<file path="config.mk">
export PLATFORM = sky130hd
export DESIGN_NAME = mpram_lut_nr1w_flat
export DESIGN_NICKNAME = d
export VERILOG_FILES = /design/src/rtl/mpram_lut_nr1w_pkg.sv /design/src/rtl/mpram_lut_nr1w_if.sv /design/src/rtl/mpram_lut_nr1w_lut_bank.sv /design/src/rtl/mpram_lut_nr1w.sv /design/src/flat_wrapper.sv
export SDC_FILE = /design/constraint.sdc
export NUM_CORES = 1
export LEC_CHECK = 0
export ABC_AREA = 1
export BUFFER_PORTS_ARGS = -buffer_cell sky130_fd_sc_hd__buf_2
export CORE_ASPECT_RATIO = 1.1
export CORE_MARGIN = 2
export CORE_UTILIZATION = 42
export CTS_CLUSTER_SIZE = 10
export DETAILED_ROUTE_END_ITERATION = 7
export HOLD_SLACK_MARGIN = 0.05
export SLEW_MARGIN = 40
export SYNTH_ARGS = -nofsm -noshare
export SYNTH_HDL_FRONTEND = slang
export SYNTH_SLANG_ARGS = --single-unit
</file>
<file path="constraint.sdc">
create_clock -name CLK -period 4.48 [get_ports CLK]
set_clock_uncertainty 0.15 [all_clocks]
set_input_delay 0.448 -clock CLK [delete_from_list [all_inputs] [get_ports CLK]]
set_output_delay 0.448 -clock CLK [all_outputs]
set_load 0.02 [all_outputs]
</file>
<file path="src/rtl/mpram_lut_nr1w_pkg.sv">
// Shared types and helpers for the N-read/1-write LUT RAM array.
// Optional feature macro: MPRAM_BYPASS_EN (write-first bypass on read ports).
package mpram_pkg;

    // Sweep/idle sequencing states
    typedef enum logic {
        S_CLEAR = 1'b0,
        S_IDLE  = 1'b1
    } mpram_state_e;

    // Address width that never collapses to zero bits, even for tiny depths
    function automatic int awid_f(input int depth);
        return (depth > 2) ? $clog2(depth) : 1;
    endfunction

endpackage

</file>
<file path="src/rtl/mpram_lut_nr1w_if.sv">
// Bus bundle for mpram_lut_nr1w: write port, soft clear, flat read ports, busy flag.
// Optional feature macro: MPRAM_BYPASS_EN (affects only the RAM, not this bundle).
interface mpram_lut_nr1w_if #(
    parameter int WIDTH = 1,
    parameter int DEPTH = 64,
    parameter int NR    = 3
);
    import mpram_pkg::*;

    localparam int AWID = awid_f(DEPTH);

    logic                  WEN;
    logic [AWID-1:0]       AW;
    logic [WIDTH-1:0]      DI;
    logic                  CLR;
    logic [NR*AWID-1:0]    A;
    logic [NR*WIDTH-1:0]   Q;
    logic                  BUSY;

    // Requester side: issues writes, clears and read addresses
    modport master (
        output WEN, AW, DI, CLR, A,
        input  Q, BUSY
    );

    // RAM side
    modport slave (
        input  WEN, AW, DI, CLR, A,
        output Q, BUSY
    );

endinterface

</file>
<file path="src/rtl/mpram_lut_nr1w_lut_bank.sv">
// One replicated bank: asynchronous read, synchronous write, no reset on
// the storage so it maps onto distributed (LUT) RAM. Contents are defined
// only by the clear sweep driven from the top level.
// Optional feature macro: MPRAM_BYPASS_EN (handled in the top level only).
module lut_bank_1r1w #(
    parameter int WIDTH = 1,
    parameter int DEPTH = 64
) (
    input  logic                                CLK,
    input  logic                                we,
    input  logic [mpram_pkg::awid_f(DEPTH)-1:0] wa,
    input  logic [WIDTH-1:0]                    wd,
    input  logic [mpram_pkg::awid_f(DEPTH)-1:0] ra,
    output logic [WIDTH-1:0]                    rd
);
    import mpram_pkg::*;

    localparam int AWID = awid_f(DEPTH);

    logic [WIDTH-1:0] mem [DEPTH];

    // Single synchronous write port shared by sweep and user paths
    always_ff @(posedge CLK) begin
        if (we) begin
            mem[wa] <= wd;
        end
    end

    // Zero-latency read
    assign rd = mem[ra];

endmodule

</file>
<file path="src/rtl/mpram_lut_nr1w.sv">
// Parametrised N-read/1-write distributed RAM with clear-on-reset and a
// soft-clear sweep. Each read port owns a replicated bank; all banks share
// one write port, muxed between the clear sweep (cnt, 0) and the user (AW, DI).
// BUSY is high for the whole sweep; during it every read lane is forced to
// zero and user writes/clears are dropped.
// Optional feature macro: MPRAM_BYPASS_EN -- a read port addressing AW while
// a user write is committing returns DI (write-first) instead of old data.
module mpram_lut_nr1w #(
    parameter int WIDTH = 1,
    parameter int DEPTH = 64,
    parameter int NR    = 3
) (
    input  logic           CLK,
    input  logic           RST,
    mpram_lut_nr1w_if.slave bus
);
    import mpram_pkg::*;

    localparam int              AWID = awid_f(DEPTH);
    localparam logic [AWID-1:0] LAST = AWID'(DEPTH - 1);

    mpram_state_e                 state;
    logic [AWID-1:0]              cnt;
    logic                         busy_q;

    logic                         user_wr;
    logic                         wr_en;
    logic [AWID-1:0]              wr_addr;
    logic [WIDTH-1:0]             wr_data;

    logic [NR-1:0][WIDTH-1:0]     rd_lanes;
    logic [NR-1:0][WIDTH-1:0]     q_lanes;

    // Sweep sequencer: counter runs 0..DEPTH-1 and exits on the explicit
    // compare, so the counter never relies on wrap-around. BUSY is kept as
    // its own register so the output is glitch-free.
    always_ff @(posedge CLK or posedge RST) begin
        if (RST) begin
            state  <= S_CLEAR;
            cnt    <= '0;
            busy_q <= 1'b1;
        end else begin
            case (state)
                S_CLEAR: begin
                    if (cnt == LAST) begin
                        state  <= S_IDLE;
                        cnt    <= '0;
                        busy_q <= 1'b0;
                    end else begin
                        cnt <= cnt + 1'b1;
                    end
                end
                S_IDLE: begin
                    if (bus.CLR) begin
                        state  <= S_CLEAR;
                        cnt    <= '0;
                        busy_q <= 1'b1;
                    end
                end
                default: begin
                    state  <= S_CLEAR;
                    cnt    <= '0;
                    busy_q <= 1'b1;
                end
            endcase
        end
    end

    // A user write commits only when idle and not losing to a clear request
    assign user_wr = !busy_q && bus.WEN && !bus.CLR;

    // Shared write port: sweep owns it while busy, user otherwise
    always_comb begin
        wr_en   = user_wr;
        wr_addr = bus.AW;
        wr_data = bus.DI;
        if (busy_q) begin
            wr_en   = 1'b1;
            wr_addr = cnt;
            wr_data = '0;
        end
    end

    // One bank per read port so every port gets a private async read
    for (genvar g = 0; g < NR; g++) begin : g_bank
        lut_bank_1r1w #(
            .WIDTH (WIDTH),
            .DEPTH (DEPTH)
        ) u_bank (
            .CLK (CLK),
            .we  (wr_en),
            .wa  (wr_addr),
            .wd  (wr_data),
            .ra  (bus.A[g*AWID +: AWID]),
            .rd  (rd_lanes[g])
        );
    end

    // Read lanes: masked to zero while busy (hides pre-sweep garbage),
    // optionally bypassed with the committing write data.
    always_comb begin
        q_lanes = '0;
        for (int i = 0; i < NR; i++) begin
            q_lanes[i] = busy_q ? '0 : rd_lanes[i];
`ifdef MPRAM_BYPASS_EN
            if (user_wr && (bus.A[i*AWID +: AWID] == bus.AW)) begin
                q_lanes[i] = bus.DI;
            end
`endif
        end
    end

    assign bus.Q    = q_lanes;
    assign bus.BUSY = busy_q;

endmodule

</file>
<file path="src/flat_wrapper.sv">
// flat-port wrapper written by rule: the top's interface ports become plain ports
module mpram_lut_nr1w_flat import mpram_pkg::*;
#(
    parameter int WIDTH = 1,
    parameter int DEPTH = 64,
    parameter int NR    = 3
)
  (CLK, RST, bus_WEN, bus_AW, bus_DI, bus_CLR, bus_A, bus_Q, bus_BUSY);
  mpram_lut_nr1w_if #(.WIDTH(WIDTH), .DEPTH(DEPTH), .NR(NR)) bus_i ();
  input  logic CLK;
  input  logic RST;
  input wire logic [$bits(bus_i.WEN)-1:0] bus_WEN;
  input wire logic [$bits(bus_i.AW)-1:0] bus_AW;
  input wire logic [$bits(bus_i.DI)-1:0] bus_DI;
  input wire logic [$bits(bus_i.CLR)-1:0] bus_CLR;
  input wire logic [$bits(bus_i.A)-1:0] bus_A;
  output wire logic [$bits(bus_i.Q)-1:0] bus_Q;
  output wire logic [$bits(bus_i.BUSY)-1:0] bus_BUSY;
  assign bus_i.WEN = bus_WEN;
  assign bus_i.AW = bus_AW;
  assign bus_i.DI = bus_DI;
  assign bus_i.CLR = bus_CLR;
  assign bus_i.A = bus_A;
  assign bus_Q = bus_i.Q;
  assign bus_BUSY = bus_i.BUSY;
  mpram_lut_nr1w #(.WIDTH(WIDTH), .DEPTH(DEPTH), .NR(NR)) u_core (.CLK(CLK), .RST(RST), .bus(bus_i));
endmodule
</file>
==> results of run 1 <==
==> final timing paths <==
check	endpoint	start	slack, ns	depth (start not counted)
max in group asynchronous	u_core.bus.BUSY	RST	3.42	3
setup / recovery	bus_Q[0]	bus_A[0]	1.62	11
min in group asynchronous	u_core.cnt[4]	RST	0.46	3
hold / removal	u_core.bus.BUSY	bus_CLR	0.25	3
setup reg to reg	u_core.g_bank[1].u_bank.mem[2]	u_core.bus.BUSY	2.12	6
hold reg to reg	u_core.cnt[2]	u_core.state	0.41	1
==> repair_timing <==
item                                   CTS  global route
endpoints found under the hold margin    7             0
hold buffers                             1             0
setup endpoints to repair                0             0
==> metal layers <==
layer  part of all wire (%)  track usage [%]
met5                      0                0
met4                    1.9             7.45
met3                    6.5             2.81
met2                     47             35.3
met1                     44             31.5
==> flip-flops by register name (all words and copies together), names as in the netlist <==
| register | flops |
|---|---|
| u_core.cnt | 6 |
| u_core.g_bank.u_bank.mem | 64 |
| u_core.bus.BUSY | 1 |
| u_core.state | 1 |
==> synth_stat cells (6+ instances only) <==
master,count
clkbuf_1,6
edfxtp_1,64
buf_6,7
nand3_2,8
inv_1,29
nand2_1,262
dfrtp_1,7
nand3_1,164
inv_2,10
nand2_2,7
buf_4,9
buf_2,12
nor2_1,67
==> layout make-up <==
class,count,area (sq um)
clock buffers,10,229
clock inverters,6,58.8
fillers,1164,6140
inverters,40,153
multi-input cells,540,2470
flip-flops and latches,72,2120
well taps,150,188
repair buffers,34,178
==> power breakdown <==
group | total, W | internal [W] | switching, W
Combinational | 0.000851 | 0.000239 | 0.000612
Clock | 0.000684 | 0.000428 | 0.000257
Sequential | 0.000954 | 0.000854 | 0.000100
Total | 0.00249 | 0.00152 | 0.000969
==> per-stage QoR <==
step	utilization (%)	total power [W]	instances	hold WS (ns)	cell area, sq um
6_report	46.8	0.00249	852	0.245	5400
5_1_grt	46.8	0.00264	852	0.282	5400
4_1_cts	46.8	0.00251	852	0.238	5400
3_5_place_dp	44.2	0.00182	835	0.264	5100
3_3_place_gp	44.2	0.00180	835	0.263	5100
2_1_floorplan	-	0.00163	687	0.113	4990
==> logic make-up (layout without fill, tap and decap cells) <==
group / Yosys count / count (layout) / share of synthesized area, %
AO/OA/AOI/OAI: 16 / 16 / 2.71
XOR/XNOR: 2 / 2 / 0.351
adder cells (fa/ha/maj): 1 / 1 / 0.251
buffers and inverters: 75 / 90 / 8.05
flip-flops: 72 / 72 / 42.5
AND/OR/NAND/NOR: 521 / 521 / 46.1
==> worst min-delay path, stage by stage <==
cell     delay, ns
buf_2         0.11
nand2_1       0.09
nand2_1       0.07
==> placed cells by master, fill, tap and decap left out <==
master	synthesis	final
inv_2	10	10
buf_4	9	1
o21ai_0	4	4
inv_6	0	1
xnor2_1	1	1
nand2_4	1	1
nor3_4	1	1
nand3_2	8	8
nand2_2	7	7
nand2_1	262	262
nor2_2	2	3
clkbuf_1	6	1
o21ai_2	2	2
clkbuf_16	0	9
nand3_1	164	164
clkinv_4	0	1
inv_1	29	29
inv_4	1	1
dfrtp_1	7	7
nand4_1	1	1
nor3_1	1	1
ha_1	1	1
dlygate4sd3_1	0	1
buf_2	12	32
nor2_1	67	66
dfstp_2	1	1
nor2_4	3	3
a21oi_1	4	4
edfxtp_1	64	64
nand3b_1	1	1
bufinv_16	0	1
clkinv_1	0	3
o22ai_1	2	2
o21ai_4	4	4
nor3_2	3	3
xor2_1	1	1
==> results.json, run 1 <==
{
  "cts_root_buf": "clkbuf_16",
  "syn-instance-count": 687,
  "fmax_mhz": 350,
  "die_y_um": 118,
  "final_layout_size_suffix_gt1_share_pct": 12.7,
  "postRouteAntennaNets": 0,
  "cts_max_level": 3,
  "rows": 41,
  "synth_ff_type": "edfxtp_1",
  "clockBufferDepth": 2,
  "routabilityCongestion": 0.954,
  "cts_tree": "built",
  "routedWlPerCell_um": 16.3,
  "cts_made_buffers": 9,
  "p_leak_nw": 2.26,
  "yosys_warnings": 0,
  "cp_max_fo": 33,
  "clk_pin_slew_worst_paths_ns": 0.06,
  "port_buffers": 32,
  "postLayoutSetupSlackWorst_ns": 1.62,
  "slowest_delay_ns": 0.46,
  "path_delay_family": "buffers and inverters",
  "track_usage_pct": 22.3,
  "setup_viol": 0,
  "cp_slowest_cell": "buf_2",
  "wl_um": 13900,
  "ios": 33,
  "synth_area_leader_cell": "edfxtp_1",
  "synth_area_leaders": "edfxtp_1 38%, nand2_1 20%, nand3_1 16%, nor2_1 5.0%, dfrtp_1 3.5%",
  "pre_cts_ws_ns": 1.63,
  "async_flop_share_pct": 11.1,
  "synth_top_area_share_pct": 38.5,
  "path_buf_inv": 3,
  "overflow": 0,
  "dp_hpwl_um": 10400,
  "drt-initial-drc-count": 355,
  "core_sq_um": 11500,
  "grt_max_degree": 65,
  "slew_violations": 0,
  "cp.required_ns": 3.88,
  "dieArea_sq_um": 12800,
  "cp-end-kind": "primary output",
  "hold_viol": 0,
  "antenna_found_initial": 0,
  "first_pass_iters": 5,
  "path_cells": "buf_2, inv_2, nand2_1, nand3_1, nand3_1, nand2_1, nand2_1, nand3_1, nand3_1, a21oi_1, buf_2",
  "powerDensity_nw_per_um2": 461,
  "area_delta_synth_final_pct": 8.15,
  "insertion_delay_ns": 0.33,
  "vias_per_cell": 5.43,
  "fin_crit_sh_pct": 63.8,
  "arrival_ns": 2.26,
  "grt_pass1_vias": 4216,
  "cts-resized-gates": 0,
  "initial_core_util_pct": 43.3,
  "rsz0062_at_grt": "no",
  "die_width_um": 108,
  "hold_class": "input port to register",
  "setup_tns_ns": 0,
  "synth_nets": 717,
  "startpoint_type": "input port",
  "ys_ff_latch": 72,
  "yosysUniqueCellTypes": 32,
  "layout.nets": 727,
  "cp_common_cell": "nand3_1",
  "cts.sinks": 72,
  "yosysSeqAreaShare_pct": 42.5,
  "vias": 4628,
  "layout_min_cycle_time_ns": 2.86,
  "ir_drop_mv": 0.436,
  "tightest_slew_ns": 0.600,
  "diodes": 0,
  "cap_violations": 0,
  "grt_pass1_wl_um": 21900,
  "critPathKind": "input port to primary output",
  "slew_headroom_pct": 60.0,
  "status": "completed",
  "cts_setup_buffers": 0,
  "syn_avg_cell_area_sq_um": 7.27,
  "drc": 0,
  "synth-edff-count": 64,
  "synth_area_sq_um": 4990
}
Power figures use the tool's default switching activity.
==> inputs of run 2 (changes only) <==
clock period = 2.9 ns   (was 4.48 ns; I/O delays follow)
==> results.json, run 2 (same netlist as run 1, synthesis figures left out) <==
{
  "hold_viol": 0,
  "antenna_found_initial": 0,
  "grt_pass1_wl_um": 23300,
  "postLayoutSetupSlackWorst_ns": 0.652,
  "status": "completed",
  "routedWlPerCell_um": 16.9,
  "cts_root_buf": "clkbuf_16",
  "routabilityCongestion": 0.952,
  "cts.hold.buffers_added": 1,
  "vias_per_cell": 5.58,
  "mostFrequentLayoutCells": "262 x nand2_1, 164 x nand3_1, 66 x nor2_1, 64 x edfxtp_1, 32 x buf_2",
  "dp.cells": 842,
  "die_width_um": 108,
  "final_cells": 859,
  "cts_tree": "built",
  "layout_min_cycle_time_ns": 2.25,
  "grt_pass1_vias": 4543,
  "rows": 41,
  "core_sq_um": 11500,
  "cp_max_fo": 16,
  "reg.largest.list": "u_core.g_bank.u_bank.mem x64, u_core.cnt x6",
  "power_w": 0.00391,
  "setup_tns_ns": 0,
  "track_usage_pct": 23.6,
  "setup_viol": 0,
  "area_delta_synth_final_pct": 9.35,
  "port_buffers": 32,
  "powerDensity_nw_per_um2": 716,
  "cts_max_level": 3,
  "layout.nets": 734,
  "cts-resized-gates": 0,
  "final_layout_size_suffix_gt1_share_pct": 14.0,
  "postRouteAntennaNets": 0,
  "die_y_um": 118,
  "dp_hpwl_um": 10800,
  "dieArea_sq_um": 12800,
  "cts_setup_buffers": 0,
  "startpoint_type": "register",
  "cap_violations": 0,
  "arrival_ns": 2.13,
  "critPathKind": "register to register",
  "drc": 0,
  "cp.required_ns": 2.78,
  "rsz0062_at_grt": "no",
  "fmax_mhz": 445,
  "cts_made_buffers": 9,
  "hold_class": "input port to register",
  "clockBufferDepth": 2,
  "drt-initial-drc-count": 346,
  "pre_cts_ws_ns": 0.653,
  "largest-register": "u_core.g_bank.u_bank.mem",
  "tightest_slew_ns": 0.554,
  "diodes": 0,
  "slew_headroom_pct": 63.0,
  "clk_pin_slew_worst_paths_ns": 0.06,
  "initial_core_util_pct": 43.3,
  "first_pass_iters": 5,
  "insertion_delay_ns": 0.33,
  "grt_max_degree": 65,
  "layout_commonest_cell": "nand2_1",
  "cts.sinks": 72,
  "cp-end-kind": "register",
  "p_leak_nw": 2.29,
  "ir_drop_mv": 0.794,
  "vias": 4793,
  "fin_crit_sh_pct": 77.5,
  "ios": 33,
  "largest_reg_flops": 64,
  "overflow": 0,
  "wl_um": 14500,
  "slew_violations": 0
}
[run 2: changes by cell type in the layout (fill, tap and decap cells not counted), sizes merged]
cell      previous run  this run
clkbuf              10         9
clkinvlp             0         3
buf                 33        40
clkinv               4         2
[run 2: report_power, final]
part / internal (W) / switching, W / leakage [nW]
logic: 0.000384 / 0.000989 / 1.47
registers: 0.00132 / 0.000139 / 0.680
clock network: 0.000663 / 0.000416 / 0.135
total: 0.00237 / 0.00154 / 2.29
[run 2: per-layer routing]
metal / vias up / wire (um) / GRT usage [%]
met5: - / 0 / 0
li1: 2290 / - / -
met4: 0 / 359 / 9.46
met1: 2234 / 6080 / 32.4
met3: 34 / 1220 / 3.42
met2: 235 / 6820 / 37.2
[run 2: worst max-delay path, cell delays in order (launching register included)]
cell     delay [ns]
dfstp_2        0.82
nand2_1        0.17
o21ai_4        0.14
inv_2          0.12
nor3_4         0.19
nand2_2        0.16
nor2_1         0.19
[run 2: final cells by class]
cell class / count / area [sq um]
Fill cell: 1154 / 6080
Multi-Input combinational cell: 540 / 2470
Sequential cell: 72 / 2120
Timing Repair Buffer: 41 / 230
Clock buffer: 9 / 225
Tap cell: 150 / 188
Inverter: 40 / 153
Clock inverter: 7 / 70.1
[run 2: final timing paths]
check | from | to | slack (ns) | cells after the start
hold reg to reg | u_core.state | u_core.cnt[2] | 0.42 | 1
setup / recovery | u_core.bus.BUSY | u_core.g_bank[1].u_bank.mem[60] | 0.65 | 6
max in group asynchronous | RST | u_core.bus.BUSY | 2.01 | 3
hold / removal | bus_CLR | u_core.bus.BUSY | 0.1 | 3
setup reg to reg | u_core.bus.BUSY | u_core.g_bank[1].u_bank.mem[60] | 0.65 | 6
min in group asynchronous | RST | u_core.cnt[0] | 0.29 | 3
[run 2: per-stage QoR]
| stage | util, % | hold WS [ns] | area, sq um |
|---|---|---|---|
| 2_1_floorplan | - | -0.0451 | 4990 |
| 3_3_place_gp | 44.7 | 0.0959 | 5150 |
| 3_5_place_dp | 44.7 | 0.0997 | 5150 |
| 4_1_cts | 47.3 | 0.103 | 5460 |
| 5_1_grt | 47.3 | 0.139 | 5460 |
| 6_report | 47.3 | 0.0998 | 5460 |
